**src/rtl/led_fade_driver.sv**
```systemverilog
// Per-channel LED fader: brightness levels ramp toward the registered pattern
// bit on prescaled ticks and are rendered as PWM from a shared counter.
module led_fade_driver #(
  parameter int PWM_BITS = 8,
  parameter int RAMP_DIV = 65536,
  parameter int CHANNELS = 4
) (
  input  logic                CLK_66MHZ,
  input  logic                USER_RESET,
  input  logic [CHANNELS-1:0] pattern_in,
  input  logic                hold,
  output logic [CHANNELS-1:0] LED,
  output logic                ramp_busy
);

  localparam int PRE_W = (RAMP_DIV > 1) ? $clog2(RAMP_DIV) : 1;
  localparam logic [PRE_W-1:0]    PRE_LAST = PRE_W'(RAMP_DIV - 1);
  localparam logic [PWM_BITS-1:0] MAX      = {PWM_BITS{1'b1}};

  logic [CHANNELS-1:0]                pattern_q_reg;
  logic [PRE_W-1:0]                   prescaler_reg;
  logic [PWM_BITS-1:0]                pwm_cnt_reg;
  logic [CHANNELS-1:0][PWM_BITS-1:0]  level_reg;
  logic [CHANNELS-1:0][PWM_BITS-1:0]  level_next;
  logic [CHANNELS-1:0]                led_reg;
  logic [CHANNELS-1:0]                led_next;
  logic [CHANNELS-1:0]                busy;
  logic                               prescaler_wrap;
  logic                               tick;

  // The prescaler free-runs through hold; only the step itself is suppressed.
  assign prescaler_wrap = (prescaler_reg == PRE_LAST);
  assign tick           = prescaler_wrap & ~hold;

  always_ff @(posedge CLK_66MHZ) begin
    if (USER_RESET) begin
      pattern_q_reg <= '0;
      prescaler_reg <= '0;
      pwm_cnt_reg   <= '0;
      level_reg     <= '0;
      led_reg       <= '0;
    end else begin
      pattern_q_reg <= pattern_in;
      prescaler_reg <= prescaler_wrap ? '0 : prescaler_reg + 1'b1;
      pwm_cnt_reg   <= pwm_cnt_reg + 1'b1;
      level_reg     <= level_next;
      led_reg       <= led_next;
    end
  end

  generate
    for (genvar gi = 0; gi < CHANNELS; gi++) begin : g_chan
      logic step_up;
      logic step_down;

      // Saturating step: reversal simply continues from the current level.
      assign step_up   = tick &  pattern_q_reg[gi] & (level_reg[gi] != MAX);
      assign step_down = tick & ~pattern_q_reg[gi] & (level_reg[gi] != '0);

      assign level_next[gi] = step_up   ? level_reg[gi] + 1'b1 :
                              step_down ? level_reg[gi] - 1'b1 :
                                          level_reg[gi];

      // Full scale is forced on so MAX gives a constant 1 rather than MAX/2^N.
      assign led_next[gi] = (level_reg[gi] == MAX) | (pwm_cnt_reg < level_reg[gi]);

      assign busy[gi] = pattern_q_reg[gi] ? (level_reg[gi] != MAX)
                                          : (level_reg[gi] != '0);
    end
  endgenerate

  assign LED       = led_reg;
  assign ramp_busy = |busy;

endmodule

```
**config.mk**
```make
export PLATFORM = sky130hd
export DESIGN_NAME = led_fade_driver
export DESIGN_NICKNAME = d
export VERILOG_FILES = /design/src/rtl/led_fade_driver.sv
export SDC_FILE = /design/constraint.sdc
export NUM_CORES = 1
export LEC_CHECK = 0
export BUFFER_PORTS_ARGS = -buffer_cell sky130_fd_sc_hd__buf_2
export CORE_ASPECT_RATIO = 2
export CORE_MARGIN = 2
export CORE_UTILIZATION = 44
export CTS_BUF_LIST = sky130_fd_sc_hd__clkbuf_16
export CTS_CLUSTER_DIAMETER = 150
export DETAILED_ROUTE_END_ITERATION = 6
export HOLD_SLACK_MARGIN = 0.1
export PLACE_DENSITY_LB_ADDON = 0.2
export SLEW_MARGIN = 20
export SYNTH_ARGS = -nofsm -noshare
export SYNTH_HDL_FRONTEND = slang
export SYNTH_SLANG_ARGS = --single-unit
```
**constraint.sdc**
```tcl
create_clock -name CLK_66MHZ -period 3.1 [get_ports CLK_66MHZ]
set_input_delay 0.465 -clock CLK_66MHZ [delete_from_list [all_inputs] [get_ports CLK_66MHZ]]
set_output_delay 0.465 -clock CLK_66MHZ [all_outputs]
set_load 0.05 [all_outputs]
```
Word level (Yosys, flattened, before mapping)
Index checks and enable logic that the tools add are counted.

Add/sub/neg operators: 10. Multiply operators: 0. Div/mod/pow operators: 0. Magnitude comparators: 4. Equality and inequality tests: 9. Shift operators: 0. Multiplexer cells: 12. Bitwise gates (word level): 26. Reduce and logical (&&, ||, !) cells: 10.

Operator list (count): two-way mux 8 bit (8); adder 8 x 1 -> 8 bit, second input constant (5); equality test 8 bit, second input constant (4); less-than comparator 8 bit (4); != test 8 bit, second input constant (4); nonzero test 8 bit (4); subtractor 8 x 1 -> 8 bit, second input constant (4); bitwise AND 1 bit (17); adder 16 x 1 -> 16 bit, second input constant (1); equality test 16 bit, second input constant (1); nonzero test 2 bit (4); NOT 1 bit (5); two-way mux 1 bit (4); OR 1 bit (4); OR reduction 4 bit (1); OR reduction 2 bit (1).

Register bits after elaboration: 64. Bits in latches: 0. Bits in writable memories: 0. Memory bits (read-only): 0. Input port bits: 7. Output and inout bits: 5. Logic and storage cells: 79. Memories kept: 0.

Depth between registers and ports, before layout
Word-level depth: 6. Gate-level depth with buffers: 12. Gate-level depth less buffers: 12.

Worst setup path after synthesis
No wires, ideal clock.

Kind: register to register. Start: register prescaler_reg[0]. End: register level_reg[22] in the netlist's numbering. Setup time: 0.116 ns. Arrival time: 3.014 ns. Required time: 2.984 ns. Path slack: -0.030 ns. Stages on the path, launching flop included: 12. Buffers on the path: 0. Clock period less this slack: 3.130 ns. Cells stage by stage: dfxtp_1 -> ha_1 -> nand4_2 -> or2_2 -> nor3_1 -> nand3_1 -> ha_1 -> nor2b_1 -> o211a_1 -> o31a_1 -> or3_1 -> a41o_1.

Word-level cells in the longest chain between the ends: 5. Elaborated cells on any way between the ends: 8. Classes of those cells: eq/ne: 1; mux: 1; bitwise: 5; reduce/logical: 1.

Ends and longest elaborated chain: start: declaration (RTL line 21) `logic [PRE_W-1:0] prescaler_reg;`; start signal: assignment (RTL line 44) `prescaler_reg <= prescaler_wrap ? '0 : prescaler_reg + 1'b1;`; equality test 16 bit * (RTL line 32) `assign prescaler_wrap = (prescaler_reg == PRE_LAST);`; bitwise AND 1 bit * (RTL line 33) `assign tick = prescaler_wrap & ~hold;`; bitwise AND 1 bit (on tied branches) (2 in a row) (RTL line 57, 58); two-way mux 8 bit / nonzero test 2 bit (equally long branches); end signal: assignment (RTL line 46) `level_reg <= level_next;`; end: declaration (RTL line 23) `logic [CHANNELS-1:0][PWM_BITS-1:0] level_reg;`.

Mark *: on every way between the ends. The rest lies on a longest branch, timed or not. A chain may end at the register's enable or synchronous reset.

Worst setup path after layout
Start: register level_reg[11] in the netlist's numbering. End: output port ramp_busy.

Word-level cells in the longest chain between the ends: 3. Elaborated cells on any way between the ends: 4. Classes of those cells: eq/ne: 1; mux: 1; reduce/logical: 2.

Ends and longest elaborated chain: != test 8 bit / nonzero test 8 bit (equally long branches) (RTL line 67, 68); two-way mux 1 bit * (RTL line 67) `assign busy[gi] = pattern_q_reg[gi] ? (level_reg[gi] != MAX)`; OR reduction 4 bit * (RTL line 73) `assign ramp_busy = |busy;`; end: declaration (RTL line 13) `output logic ramp_busy`.

Marks and branches as above.

==> results_dict.tcl <==
set metrics [dict create \
    hold_buffers 0 \
    outcome "complete, no violations" \
    firstDrtPassIters 4 \
    largest_register_ff_count 32 \
    antenna_found_initial 0 \
    die_h_um 145.9 \
    synth_area_um2 4429 \
    synth.most_common_cell "nor2_1" \
    regArea_um2 1282 \
    dr_total_vias 3773 \
    synthToLayoutAreaGrowth_pct 17.66 \
    drt_iter0_markers 87 \
    wl_per_cell_um 15.05 \
    maxCapViolations 0 \
    vias_per_cell 5.516 \
    cts_tree "built" \
    setup_violations 0 \
    finalHoldViolCount 0 \
    grt.total_usage_pct 20.32 \
    nets 614 \
    yosysTopAreaCell "dfxtp_1" \
    ys_top_cells_by_area "dfxtp_1 (29%), ha_1 (16%), nor2_1 (5.5%)" \
    clock_sinks 64 \
    synth_nets 577 \
    fin_skew_ns 0.005618 \
    yosys-top-cells-count "nor2_1 (65), dfxtp_1 (64), ha_1 (56)" \
    criticalPathCategory "flip-flop to primary output" \
    critPathLaunchType "flip-flop" \
    slew_violations 0 \
    cp.required_ns 2.63 \
    coreArea_um2 9763 \
    synth-seq-cells 64 \
    synth_top_area_share_pct 28.93 \
    clk_pin_slew_worst_paths_ns 0.05 \
    grt_pass1_vias 3806 \
    die-area_um2 10930 \
    synthFlopType "dfxtp_1" \
    start_util_pct 45.37 \
    synth_edf_count 0 \
    num_io_pins 12 \
    syn-mean-instance-area_um2 8.685 \
    detail-route-antenna-nets 0 \
    fin_cells 684 \
    clockBufferDepth 2 \
    p_leak_uw 0.002131 \
    clk_latency_ns 0.33 \
    fp.dieW_um 74.95 \
    drive_above_1_share_pct 15.40 \
    hold_path_class "input pin to flip-flop" \
    grt_pass1_wl_um 17240 \
    fmax_ghz 0.3305 \
    multi_input_area_um2 3115 \
    gp_congestion 0.8543 \
    route.detailed.drc 0 \
    cts_buffers 9 \
    cts_root_buffer "clkbuf_16" \
    htreeDepth 3 \
    io_buffers 11 \
    cp_max_fo 5 \
    final_util_pct 53.38 \
    overflow 0 \
    ys_seq_area_share_pct 28.93 \
    grt_max_degree 51 \
    dp_hpwl_um 7784 \
    min_period_over_period_pct 97.60 \
    synth_cells 510 \
    routed_wirelength_um 10300 \
    row_count 51 \
    nFillCells 941 \
    antenna_cells 0 \
    dpl.cell_count 666 \
    synthArstFlopShare_pct 0 \
    fin_crit_ns 3.026 \
    endpoint_kind "primary output" \
    vdd_drop_max_mv 0.4147 \
    synth.distinct_cells 49 \
    power.density_nw_per_um2 354.9 \
    yosysWarnings 0 \
    arrival_ns 2.56 \
    tightest_slew_ns 0.7112 \
    slew-limit-headroom_pct 52.15 \
]
-- critical path, cell delays in order (launching register included) --
cell and delay, ns:
dfxtp_1 0.36, or4_2 0.72, nor3_2 0.29, a21oi_1 0.09, or4_1 0.54, buf_2 0.23
-- power breakdown --
group / internal, uW / leakage [uW] / switching, uW / total, uW
combinational: 42.3 / 0.00148 / 69.9 / 112
clock: 524 / 0.000133 / 357 / 881
sequential: 838 / 0.000519 / 17.9 / 856
total: 1400 / 0.00213 / 445 / 1850
-- stage by stage --
stage                     total power, uW  cell area (um2)  setup TNS [ns]  hold slack (ns)  worst slack (ns)
final                                1850             5211               0           0.3492           0.07442
after CTS                            1871             5055               0           0.3449          0.006276
after floorplan                     947.7             4429        -0.05922           0.4302          -0.03022
after detailed placement            985.0             4770         -0.2158           0.5006          -0.05403
after global placement              983.1             4770        -0.01358           0.4847          -0.01358
after global routing                 1918             5211        -0.01264           0.3607          -0.01264
-- area by class of cell --
type	count	area share, %
Clock buffer	9	4.322
Clock inverter	7	0.5762
Inverter	41	2.953
Multi-Input combinational cell	397	59.78
Sequential cell	64	24.61
Tap cell	132	3.169
Timing Repair Buffer	34	4.586
-- layer usage --
metal	up-vias	GRT usage [%]	wire length, um
li1	1900	-	-
met3	10	3.324	217
met1	1819	21.08	4010
met4	0	8.839	198
met2	44	37.72	5868
met5	-	0	0
-- kinds of logic (layout without fill, tap and decap cells) --
family,count (synthesis),count (layout),synth area share [%]
buf+inv,49,91,4.322
simple gates,177,177,20.85
compound gates,101,101,15.82
fa+ha+maj,60,60,17.63
xor+xnor,35,35,6.921
flops,64,64,28.93
mux,24,24,5.537
-- path summary, 6_finish.rpt --
path                          start           endpoint  slack, ns  depth (start not counted)
setup / recovery      level_reg[11]          ramp_busy       0.07                          5
hold / removal        pattern_in[1]   pattern_q_reg[1]       0.35                          2
setup reg to reg   prescaler_reg[0]      level_reg[22]       0.13                         12
hold reg to reg   prescaler_reg[14]  prescaler_reg[14]       0.51                          2
-- cells in the final DEF (no fill, tap or decap), types with 3 or more instances in the layout --
cell	Yosys	routed
a21o_1	16	16
and2_1	4	4
o21ai_0	24	23
or3_1	7	7
and3_1	7	7
or4_1	5	5
a31oi_1	6	6
fa_1	4	4
a21oi_1	25	24
or2_2	4	4
a41o_1	4	4
nand3_1	16	14
nand4_1	12	12
nand2_1	15	15
clkbuf_16	0	9
clkinv_2	0	3
inv_1	41	42
buf_4	0	20
or4_2	4	4
dfxtp_1	64	63
clkinv_1	0	3
a211oi_4	4	4
mux2_2	4	4
buf_6	1	3
ha_4	0	9
nand2b_1	4	4
nor3_1	13	12
nor2b_1	8	8
xnor2_1	19	19
xor2_1	16	16
o211ai_1	4	4
ha_1	56	46
mux2i_1	20	20
nor2_1	65	65
buf_2	0	11
-- timing repair --
item / CTS / global route
pin swaps: 0 / 4
cloned: 0 / 0
endpoints found under the setup margin: 5 / 8
gates resized for setup: 3 / 19
setup buffers: 1 / 1
Note: power is estimated with default switching activity, not from simulation.
